$ cat src/rtl/level_pkg.sv
// Shared definitions for the level update scheduler: FSM states,
// requester bit positions, level width and the request arbiter.
package level_pkg;

    localparam int LEVEL_W = 4;
    localparam int REQ_W   = 3;

    // Bit positions inside the {clr,dec,inc} request/pending/grant vectors
    localparam int REQ_INC = 0;
    localparam int REQ_DEC = 1;
    localparam int REQ_CLR = 2;

    typedef enum logic [1:0] {
        IDLE   = 2'd0,
        ARB    = 2'd1,
        COMMIT = 2'd2
    } state_t;

    typedef logic [REQ_W-1:0] req_vec_t;

    // Pick one winner from the pending flags. Clear always wins; inc and
    // dec take turns when both are waiting, steered by prefer_dec.
    function automatic req_vec_t arbitrate(input req_vec_t pend, input logic prefer_dec);
        req_vec_t win;
        win = '0;
        if (pend[REQ_CLR]) begin
            win[REQ_CLR] = 1'b1;
        end else if (pend[REQ_INC] && pend[REQ_DEC]) begin
            if (prefer_dec) begin
                win[REQ_DEC] = 1'b1;
            end else begin
                win[REQ_INC] = 1'b1;
            end
        end else if (pend[REQ_INC]) begin
            win[REQ_INC] = 1'b1;
        end else if (pend[REQ_DEC]) begin
            win[REQ_DEC] = 1'b1;
        end
        return win;
    endfunction

endpackage

$ cat src/rtl/level_update_scheduler_if.sv
// Request/status bundle between the button/timer logic and the scheduler.
// master = requester side, slave = scheduler side.
interface level_update_scheduler_if;
    import level_pkg::*;

    logic               req_inc;
    logic               req_dec;
    logic               req_clr;
    logic [LEVEL_W-1:0] water_level;
    logic [REQ_W-1:0]   pending;
    logic [REQ_W-1:0]   grant;
    logic               frame_tick;
    logic               empty;
    logic               blink;

    modport master (
        output req_inc, req_dec, req_clr,
        input  water_level, pending, grant, frame_tick, empty, blink
    );

    modport slave (
        input  req_inc, req_dec, req_clr,
        output water_level, pending, grant, frame_tick, empty, blink
    );

endinterface

$ cat src/rtl/level_update_scheduler_vsync_edge_sync.sv
// Brings the active-low vsync from the pixel clock into clk and emits a
// one-cycle frame_tick on each assertion (synced 1->0 transition).
module vsync_edge_sync (
    input  logic clk,
    input  logic reset,
    input  logic vsync,
    output logic frame_tick
);

    logic sync1_reg;
    logic sync2_reg;
    logic hist_reg;

    // Two-flop synchronizer plus history; all preset to 1 (vsync idle level)
    // so leaving reset never looks like a falling edge.
    always_ff @(posedge clk or negedge reset) begin
        if (!reset) begin
            sync1_reg <= 1'b1;
            sync2_reg <= 1'b1;
            hist_reg  <= 1'b1;
        end else begin
            sync1_reg <= vsync;
            sync2_reg <= sync1_reg;
            hist_reg  <= sync2_reg;
        end
    end

    assign frame_tick = hist_reg & ~sync2_reg;

endmodule

$ cat src/rtl/level_update_scheduler.sv
// Owns water_level for the tank graphic. Requests are latched as pending
// flags; once per frame (at vsync) one of them is arbitrated and committed,
// so the display never sees a half-updated tank. Also drives the
// empty-tank blink flag.
module level_update_scheduler
    import level_pkg::*;
#(
    parameter int MAX_LEVEL    = 15,
    parameter int INIT_LEVEL   = 0,
    parameter int BLINK_FRAMES = 30
) (
    input  logic clk,
    input  logic reset,
    input  logic vsync,
    level_update_scheduler_if.slave bus
);

    localparam logic [LEVEL_W-1:0] MAX_L  = LEVEL_W'(MAX_LEVEL);
    localparam logic [LEVEL_W-1:0] INIT_L = LEVEL_W'(INIT_LEVEL);
    localparam int                 CNT_W  = (BLINK_FRAMES > 1) ? $clog2(BLINK_FRAMES) : 1;
    localparam logic [CNT_W-1:0]   CNT_LAST = CNT_W'(BLINK_FRAMES - 1);

    logic               frame_tick;
    req_vec_t           req_vec;
    req_vec_t           grant_vec;

    state_t             state_reg, state_next;
    req_vec_t           winner_reg, winner_next;
    req_vec_t           pending_reg, pending_next;
    logic               prefer_dec_reg, prefer_dec_next;
    logic [LEVEL_W-1:0] level_reg, level_next;
    logic [CNT_W-1:0]   blink_cnt_reg, blink_cnt_next;
    logic               blink_reg, blink_next;

    vsync_edge_sync u_vsync_edge_sync (
        .clk        (clk),
        .reset      (reset),
        .vsync      (vsync),
        .frame_tick (frame_tick)
    );

    assign req_vec[REQ_INC] = bus.req_inc;
    assign req_vec[REQ_DEC] = bus.req_dec;
    assign req_vec[REQ_CLR] = bus.req_clr;

    // The winner is only shown during the COMMIT cycle
    assign grant_vec = (state_reg == COMMIT) ? winner_reg : '0;

    // Per-requester flag: a new pulse sets it even in the cycle its grant
    // would clear it, so a request landing on the commit edge is kept.
    generate
        for (genvar gi = 0; gi < REQ_W; gi++) begin : g_pending
            assign pending_next[gi] = req_vec[gi] | (pending_reg[gi] & ~grant_vec[gi]);
        end
    endgenerate

    // FSM next state and winner selection
    always_comb begin
        state_next  = state_reg;
        winner_next = winner_reg;
        case (state_reg)
            IDLE: begin
                if (frame_tick) begin
                    state_next = ARB;
                end
            end
            ARB: begin
                if (pending_reg == '0) begin
                    state_next = IDLE;
                end else begin
                    winner_next = arbitrate(pending_reg, prefer_dec_reg);
                    state_next  = COMMIT;
                end
            end
            COMMIT: begin
                state_next = IDLE;
            end
            default: begin
                state_next = IDLE;
            end
        endcase
    end

    // Level update and round-robin pointer, applied on the COMMIT edge only
    always_comb begin
        level_next      = level_reg;
        prefer_dec_next = prefer_dec_reg;
        if (grant_vec[REQ_CLR]) begin
            level_next = '0;
        end else if (grant_vec[REQ_INC]) begin
            prefer_dec_next = 1'b1;
            if (level_reg != MAX_L) begin
                level_next = level_reg + LEVEL_W'(1);
            end
        end else if (grant_vec[REQ_DEC]) begin
            prefer_dec_next = 1'b0;
            if (level_reg != '0) begin
                level_next = level_reg - LEVEL_W'(1);
            end
        end
    end

    // Blink divider: counts frames while empty, held at zero otherwise
    always_comb begin
        blink_cnt_next = blink_cnt_reg;
        blink_next     = blink_reg;
        if (level_reg != '0) begin
            blink_cnt_next = '0;
            blink_next     = 1'b0;
        end else if (frame_tick) begin
            if (blink_cnt_reg == CNT_LAST) begin
                blink_cnt_next = '0;
                blink_next     = ~blink_reg;
            end else begin
                blink_cnt_next = blink_cnt_reg + CNT_W'(1);
            end
        end
    end

    // State registers; reset drops any outstanding requests
    always_ff @(posedge clk or negedge reset) begin
        if (!reset) begin
            state_reg      <= IDLE;
            winner_reg     <= '0;
            pending_reg    <= '0;
            prefer_dec_reg <= 1'b0;
            level_reg      <= INIT_L;
            blink_cnt_reg  <= '0;
            blink_reg      <= 1'b0;
        end else begin
            state_reg      <= state_next;
            winner_reg     <= winner_next;
            pending_reg    <= pending_next;
            prefer_dec_reg <= prefer_dec_next;
            level_reg      <= level_next;
            blink_cnt_reg  <= blink_cnt_next;
            blink_reg      <= blink_next;
        end
    end

    assign bus.water_level = level_reg;
    assign bus.pending     = pending_reg;
    assign bus.grant       = grant_vec;
    assign bus.frame_tick  = frame_tick;
    assign bus.empty       = (level_reg == '0);
    assign bus.blink       = blink_reg;

endmodule

$ cat src/flat_wrapper.sv
// flat-port wrapper written by rule: the top's interface ports become plain ports
module level_update_scheduler_flat import level_pkg::*;
#(
    parameter int MAX_LEVEL    = 15,
    parameter int INIT_LEVEL   = 0,
    parameter int BLINK_FRAMES = 30
)
  (clk, reset, vsync, bus_req_inc, bus_req_dec, bus_req_clr, bus_water_level, bus_pending, bus_grant, bus_frame_tick, bus_empty, bus_blink);
  level_update_scheduler_if bus_i ();
  input  logic clk;
  input  logic reset;
  input  logic vsync;
  input wire logic [$bits(bus_i.req_inc)-1:0] bus_req_inc;
  input wire logic [$bits(bus_i.req_dec)-1:0] bus_req_dec;
  input wire logic [$bits(bus_i.req_clr)-1:0] bus_req_clr;
  output wire logic [$bits(bus_i.water_level)-1:0] bus_water_level;
  output wire logic [$bits(bus_i.pending)-1:0] bus_pending;
  output wire logic [$bits(bus_i.grant)-1:0] bus_grant;
  output wire logic [$bits(bus_i.frame_tick)-1:0] bus_frame_tick;
  output wire logic [$bits(bus_i.empty)-1:0] bus_empty;
  output wire logic [$bits(bus_i.blink)-1:0] bus_blink;
  assign bus_i.req_inc = bus_req_inc;
  assign bus_i.req_dec = bus_req_dec;
  assign bus_i.req_clr = bus_req_clr;
  assign bus_water_level = bus_i.water_level;
  assign bus_pending = bus_i.pending;
  assign bus_grant = bus_i.grant;
  assign bus_frame_tick = bus_i.frame_tick;
  assign bus_empty = bus_i.empty;
  assign bus_blink = bus_i.blink;
  level_update_scheduler #(.MAX_LEVEL(MAX_LEVEL), .INIT_LEVEL(INIT_LEVEL), .BLINK_FRAMES(BLINK_FRAMES)) u_core (.clk(clk), .reset(reset), .vsync(vsync), .bus(bus_i));
endmodule
$ cat config.mk
export PLATFORM = sky130hd
export DESIGN_NAME = level_update_scheduler_flat
export DESIGN_NICKNAME = d
export VERILOG_FILES = /design/src/rtl/level_pkg.sv /design/src/rtl/level_update_scheduler_if.sv /design/src/rtl/level_update_scheduler_vsync_edge_sync.sv /design/src/rtl/level_update_scheduler.sv /design/src/flat_wrapper.sv
export SDC_FILE = /design/constraint.sdc
export NUM_CORES = 1
export LEC_CHECK = 0
export CAP_MARGIN = 5
export CELL_PAD_IN_SITES_DETAIL_PLACEMENT = 1
export CELL_PAD_IN_SITES_GLOBAL_PLACEMENT = 2
export CORE_MARGIN = 4
export CORE_UTILIZATION = 33
export CTS_CLUSTER_DIAMETER = 50
export CTS_CLUSTER_SIZE = 28
export DETAILED_ROUTE_END_ITERATION = 8
export PLACE_DENSITY_LB_ADDON = 0.1
export SYNTH_ARGS = -nofsm -noshare
export SYNTH_HDL_FRONTEND = slang
export SYNTH_SLANG_ARGS = --single-unit
$ cat constraint.sdc
create_clock -name clk -period 2.25 [get_ports clk]
set_clock_uncertainty 0.2 [all_clocks]
set_input_delay 0.45 -clock clk [delete_from_list [all_inputs] [get_ports clk]]
set_output_delay 0.45 -clock clk [all_outputs]
set_load 0.05 [all_outputs]
==> impl_metrics.csv, run 1 <==
group,metric,value,unit
run_status,status,"completed",
cts,clk_latency,0.31,ns
synthesis,ys_types,38,
setup_path,reg2regPathDepth,6,
synthesis,yosys_register_bits,22,
sta,hold_viol_final,0,
synthesis,synth_ff_type,"dfrtp_1",
cells_and_area,drive_gt1_share,24.6,%
sta,setup_viol,0,
min_path,min_path_type,"reg -> reg",
sta,fmax,459,MHz
cells_and_area,diodes,0,
cells_and_area,largest_register_ffs,5,
sta,fin_tns_setup,0,ns
setup_path,crit_type,"reg -> out",
synthesis,synth-edff-count,0,
cts,cts_buffer_depth,2,
global_route,grtUsageTotal,13.1,%
flow_run,maxCapViolations,0,
synthesis,synth-adder-area-share,4.62,%
setup_path,reg2reg_from,"u_core.state_reg[0]",
die,start_util,34.9,%
placed_design,place_area,1360,µm²
synthesis,synth_area,1080,µm²
setup_path,crit_start,"u_core.bus.water_level[1]",
power,power_frac_seq,40.7,%
cts,h-tree-depth,1,
die,die_area,4260,µm²
die,core,3100,µm²
sta,fin_crit,2.18,ns
detailed_routing,drc,0,
detailed_routing,dr.pass1.iters,4,
global_route,grt_pass1_vias,897,
detailed_routing,dr.first_iter.drc_count,30,
global_route,grt_overflow_total,0,
die,fp.dieH,65.3,µm
detailed_routing,drt-vias-per-instance,5.08,
setup_path,cp-end-kind,"output pin",
min_path,worstHoldStart,"u_core.u_vsync_edge_sync.sync1_reg",
cts,cts_made_buffers,3,
cells_and_area,fin_nets,137,
setup_path,slowest_stage,"or4_4",
power,p_switching,500,µW
sta,slew_headroom,66.8,%
power,vdd_ir_drop_max,0.000778,V
sta,whs,0.167,ns
sta,period_share,96.8,%
sta,worst-slew-pin-transition,0.497,ns
detailed_routing,wire_per_inst,14.6,µm
setup_path,start_kind,"register",
setup_path,cp_max_fo,4,
detailed_routing,vias,864,
global_route,grt_first_pass_wirelength,4260,µm
die,dieWidth,65.3,µm
synthesis,syn_area_per_cell,11.1,µm²
power,p_int,772,µW
cts,cts-root-buf,"clkbuf_4",
cells_and_area,seq_area,557,µm²
placed_design,dp_slack,0.322,ns
sta,rsz0062_at_grt,"no",
min_path,hold_depth,0,
cells_and_area,stdcell_area,1430,µm²
placed_design,globalplace.congestion,0.777,
cts,path_clk_slew,0.12,ns
sta,report.final.slew_viol_count,0,
setup_path,worstPathCellList,"or4_4 -> inv_4 -> buf_12",
power,combPwrFrac,44.6,%
setup_path,critical_path_arrival,1.53,ns
synthesis,muxShareOfSynthArea,0.924,%
power,sw_frac_of_total,39.3,%
synthesis,seq_area_frac_synth,51.2,%
cells_and_area,final_cells,170,
synthesis,synth.net_count,108,
setup_path,worst_ep_required_time,1.60,ns
synthesis,yosys.area_share.simple,15.5,%
sta,setup_ws,0.0724,ns
cts,hold_buffers,0,
detailed_routing,ant_nets,0,
synthesis,synthCells,98,
cts,cts_tree,"built",
global_route,grt_antenna_before_repair,0,
detailed_routing,wirelength,2470,µm
setup_path,slowest_delay,0.56,ns
placed_design,portBuffers,18,
placed_design,dp_hpwl,1840,µm
synthesis,yosys_warnings,0,
cts,cts_sinks,22,
power,p_per_area,892,nW/µm²
die,rows,20,
synthesis,synth_top_family_by_area,"compound AO/OA/AOI/OAI gates",
placed_design,placed_cells,161,
synthesis,synth_compound_area_share,20.7,%
global_route,grt_max_degree,23,
cells_and_area,num-fill-cells,375,
synthesis,synthXorXnorAreaFrac,2.42,%
die,io_pins,19,
synthesis,ys_async_sr_fraction,100,%
power,leakage,0.732,nW
cells_and_area,syn_to_final_growth,31.6,%
power,p_clk_share,14.7,%
cells_and_area,multi_input_area,484,µm²
==> synthesized netlist by cell type, drive strengths merged, types with 3 or more instances <==
master  count  area (µm²)
a311oi      3        26.3
nand2       3        11.3
nor3        4        20.0
a21o        3        22.5
xor2        3        26.3
nor2        7        26.3
ha          4        50.1
inv         9        36.3
dfrtp      19         475
o21ai       5        25.0
nand3b      3        35.0
a21oi       5        25.0
dfstp       3        78.8
==> power by group through the flow <==
stage / clock network (mW) / logic, mW / registers (mW)
2_1_floorplan: 0 / 0.282 / 0.581
3_3_place_gp: 0 / 0.510 / 0.528
3_5_place_dp: 0 / 0.518 / 0.532
4_1_cts: 0.198 / 0.531 / 0.526
5_1_grt: 0.220 / 0.611 / 0.530
6_report: 0.187 / 0.567 / 0.518
==> metrics by stage <==
step | total power [mW] | util [%]
2_1_floorplan | 0.863 | -
3_3_place_gp | 1.04 | 43.7
3_5_place_dp | 1.05 | 43.7
4_1_cts | 1.26 | 44.6
5_1_grt | 1.36 | 46.0
6_report | 1.27 | 46.0
==> layout make-up <==
class | count | area share [%]
Sequential cell | 22 | 39.0
Clock buffer | 4 | 1.84
Multi-Input combinational cell | 65 | 33.9
Timing Repair Buffer | 26 | 18.8
Inverter | 9 | 2.54
Tap cell | 44 | 3.86
==> worst max-delay path, delay by kind of cell (launching register included) <==
kind	cells	cell delay [ns]
flops	1	0.44
buf+inv	2	0.22
simple gates	1	0.56
==> final timing paths <==
kind                                                      end  slack, ns
min reg2reg                u_core.u_vsync_edge_sync.sync2_reg       0.17
max                                                 bus_empty       0.07
min in group asynchronous           u_core.bus.water_level[3]       0.28
max in group asynchronous   u_core.u_vsync_edge_sync.hist_reg       1.28
min                        u_core.u_vsync_edge_sync.sync2_reg       0.17
max reg2reg                         u_core.bus.water_level[3]       0.28
==> what timing repair did <==
| action | in CTS | in global routing |
|---|---|---|
| setup endpoints to repair | 3 | 3 |
| buffers inserted | 0 | 5 |
| gates cloned | 0 | 0 |
| hold endpoints to repair | 0 | 0 |
| resized for setup | 4 | 2 |
==> routing by layer <==
layer,vias up,GRT usage (%),part of all wire (%)
met5,-,0,0
met4,0,3.11,0.69
met3,2,4.44,4.2
met2,18,22.0,49
met1,426,16.1,46
li1,418,-,-
==> cell usage in the layout (no fill, tap or decap), types with 2 or more instances in the layout <==
cell             netlist  routed
a21oi_1                5       5
dfstp_2                3       3
nor2_1                 7       7
dfrtp_2                0       2
nand3_1                2       2
clkbuf_4               0       3
nor3_1                 4       4
dfrtp_1               19      17
clkdlybuf4s50_1        0       6
o21ai_0                5       5
inv_1                  8       8
xor2_1                 3       3
nand3b_1               2       2
buf_12                 0       4
dlygate4sd2_1          0       2
a21o_1                 3       3
nand2_1                3       3
o21a_1                 2       2
o211a_1                2       2
a311oi_1               3       3
buf_4                  0      13
ha_1                   4       4
==> kinds of logic (layout without fill, tap and decap cells) <==
logic type | Yosys count | after routing
buffers and inverters | 11 | 39
DFF | 22 | 22
AOI/OAI and AO/OA | 29 | 29
adders and majority gates | 4 | 4
xor gates and xnor gates | 3 | 3
and+or+nand+nor | 28 | 28
muxes | 1 | 1
Power figures use the tool's default switching activity.
==> inputs of run 2 (changes only) <==
--- a/config.mk
+++ b/config.mk
@@ -8,11 +8,13 @@
 export CAP_MARGIN = 5
 export CELL_PAD_IN_SITES_DETAIL_PLACEMENT = 1
 export CELL_PAD_IN_SITES_GLOBAL_PLACEMENT = 2
+export CORE_ASPECT_RATIO = 0.8
 export CORE_MARGIN = 4
 export CORE_UTILIZATION = 33
 export CTS_CLUSTER_DIAMETER = 50
 export CTS_CLUSTER_SIZE = 28
 export DETAILED_ROUTE_END_ITERATION = 8
+export HOLD_SLACK_MARGIN = 0.15
 export PLACE_DENSITY_LB_ADDON = 0.1
 export SYNTH_ARGS = -nofsm -noshare
 export SYNTH_HDL_FRONTEND = slang
==> run 2 against run 1 <==
  * Critical path depth did not move
  * Sequential share of layout area fell by 0.26 points
  * Maximum frequency barely moved
  * Sequential cell count did not move
  * Worst setup slack improved by 0.00077 ns
  * Non-clock buffer count fell by 4
  * Total power rose by 12%
==> impl_metrics.csv, run 2 (synthesis gave the netlist of run 1 again) <==
group,metric,value,unit
setup_path,crit_end,"bus_empty",
global_route,grt_antenna_before_repair,0,
detailed_routing,drc,0,
cells_and_area,multi_input_area,482,µm²
cells_and_area,final_cells,162,
sta,fmax,459,MHz
sta,period_share,96.7,%
sta,hold_viol_final,0,
power,sw_frac_of_total,35.9,%
global_route,grt_overflow_total,0,
die,fp.dieH,59.3,µm
setup_path,crit_start,"u_core.bus.water_level[1]",
cts,h-tree-depth,1,
sta,fin_crit,2.18,ns
cts,cts_sinks,22,
detailed_routing,drt-vias-per-instance,5.34,
power,vdd_ir_drop_max,0.000464,V
global_route,grtUsageTotal,12.8,%
cells_and_area,syn_to_final_growth,32.2,%
setup_path,reg2regPathDepth,6,
run_status,status,"completed",
global_route,use_met1,18.2,%
detailed_routing,wire_per_inst,15.3,µm
cells_and_area,largest_register_ffs,5,
setup_path,worst_ep_required_time,1.60,ns
power,p_per_area,999,nW/µm²
setup_path,r2r_setup_slack,0.33,ns
global_route,top_usage_layer,"met2",
placed_design,globalplace.congestion,0.739,
sta,worst-slew-pin-transition,0.496,ns
setup_path,start_kind,"register",
cts,cts_tree,"built",
power,power_frac_seq,36.7,%
cells_and_area,num-fill-cells,352,
cells_and_area,diodes,0,
min_path,min_path_type,"reg -> reg",
setup_path,cp_max_fo,8,
setup_path,crit_type,"reg -> out",
die,dieWidth,72.1,µm
global_route,grt_first_pass_wirelength,4180,µm
cells_and_area,mostFrequentLayoutCells,"dfrtp_1, clkdlybuf4s50_1, buf_4",
power,combPwrFrac,37.3,%
global_route,grt_pass1_vias,864,
detailed_routing,wirelength,2470,µm
die,start_util,34.9,%
global_route,grt_use_met2,18.9,%
cts,cts-root-buf,"clkbuf_8",
cts,cts_made_buffers,3,
power,p_switching,514,µW
die,rows,18,
cells_and_area,drive_gt1_share,21.3,%
flow_run,maxCapViolations,0,
cts,hold_buffers,0,
setup_path,regToRegEndpoint,"u_core.bus.water_level[3]",
setup_path,reg2reg_from,"u_core.state_reg[0]",
power,leakage,0.712,nW
setup_path,cp-end-kind,"output pin",
die,die_area,4270,µm²
placed_design,portBuffers,18,
die,core,3110,µm²
detailed_routing,ant_nets,0,
sta,rsz0062_at_grt,"no",
cts,path_clk_slew,0.08,ns
placed_design,placed_cells,158,
power,p_int,917,µW
detailed_routing,vias,865,
die,io_pins,19,
cells_and_area,seq_area,556,µm²
global_route,grt_max_degree,23,
sta,report.final.slew_viol_count,0,
cts,cts_buffer_depth,2,
sta,setup_viol,0,
detailed_routing,dr.first_iter.drc_count,61,
cts,post-cts-setup-buffer-count,0,
global_route,use_met3,4.07,%
setup_path,critical_path_arrival,1.53,ns
power,p_clk_share,26.0,%
sta,slew_headroom,66.8,%
cells_and_area,fin_nets,133,
sta,fin_tns_setup,0,ns
cts,clk_latency,0.26,ns
placed_design,dp_hpwl,1840,µm
cells_and_area,final_common_cell,"dfrtp_1",
detailed_routing,dr.pass1.iters,4,
## run 2: cell count changes in the layout (fill, tap and decap cells not counted), moves of 2 or more
cell,previous run,this run
buf_4,13,9
clkbuf_4,3,0
clkbuf_8,0,3
clkdlybuf4s50_1,6,9
dlygate4sd2_1,2,0
## run 2: worst max-delay path, cell delays in order (launching register included)
cell and delay, ns:
dfrtp_2 0.47, or4_4 0.57, inv_4 0.09, buf_12 0.13
## run 2: area by class of cell
cell class,instances,share of cell area [%]
tap,40,3.49
multi-input combinational,65,33.6
timing repair buffer,22,16.6
clock buffer,3,2.88
clock inverter,1,2.10
sequential,22,38.8
inverter,9,2.53
## run 2: power by group through the flow
stage                     combinational (mW)  sequential, mW  clock (mW)
after floorplan                        0.282           0.581           0
after global placement                 0.518           0.527           0
after detailed placement               0.525           0.533           0
after CTS                              0.527           0.524       0.385
after global routing                   0.576           0.538       0.407
final                                  0.534           0.525       0.371
## run 2: per-stage QoR
stage | total power [mW] | utilization [%] | worst slack, ns | cell area (µm²) | hold slack [ns]
3_5_place_dp | 1.06 | 43.7 | 0.314 | 1360 | 0.148
3_3_place_gp | 1.05 | 43.7 | 0.323 | 1360 | 0.149
6_report | 1.43 | 46.1 | 0.0732 | 1430 | 0.162
4_1_cts | 1.44 | 46.0 | 0.0145 | 1430 | 0.165
2_1_floorplan | 0.863 | - | 0.0212 | 1080 | -0.0456
5_1_grt | 1.52 | 46.1 | 0.00631 | 1430 | 0.171
## run 2: per-layer routing
metal  up-vias  wire length [µm]
met1       438              1230
li1        408                 -
met3         2               125
met2        17              1100
met5         -                 0
met4         0                17
## run 2: repair_timing
item / 4_1_cts / 5_1_grt
endpoints found under the setup margin: 0 / 1
gates resized for setup: 0 / 1
endpoints found under the hold margin: 0 / 0
## run 2: worst min path at each step
stage / startpoint / endpoint / depth (start not counted)
after floorplan: reset / u_core.blink_cnt_reg[0] / 0
final: u_core.u_vsync_edge_sync.sync1_reg / u_core.u_vsync_edge_sync.sync2_reg / 0
after global placement: u_core.u_vsync_edge_sync.sync1_reg / u_core.u_vsync_edge_sync.sync2_reg / 0
after CTS: u_core.u_vsync_edge_sync.sync1_reg / u_core.u_vsync_edge_sync.sync2_reg / 0
after global routing: u_core.u_vsync_edge_sync.sync1_reg / u_core.u_vsync_edge_sync.sync2_reg / 0
after detailed placement: u_core.u_vsync_edge_sync.sync1_reg / u_core.u_vsync_edge_sync.sync2_reg / 0
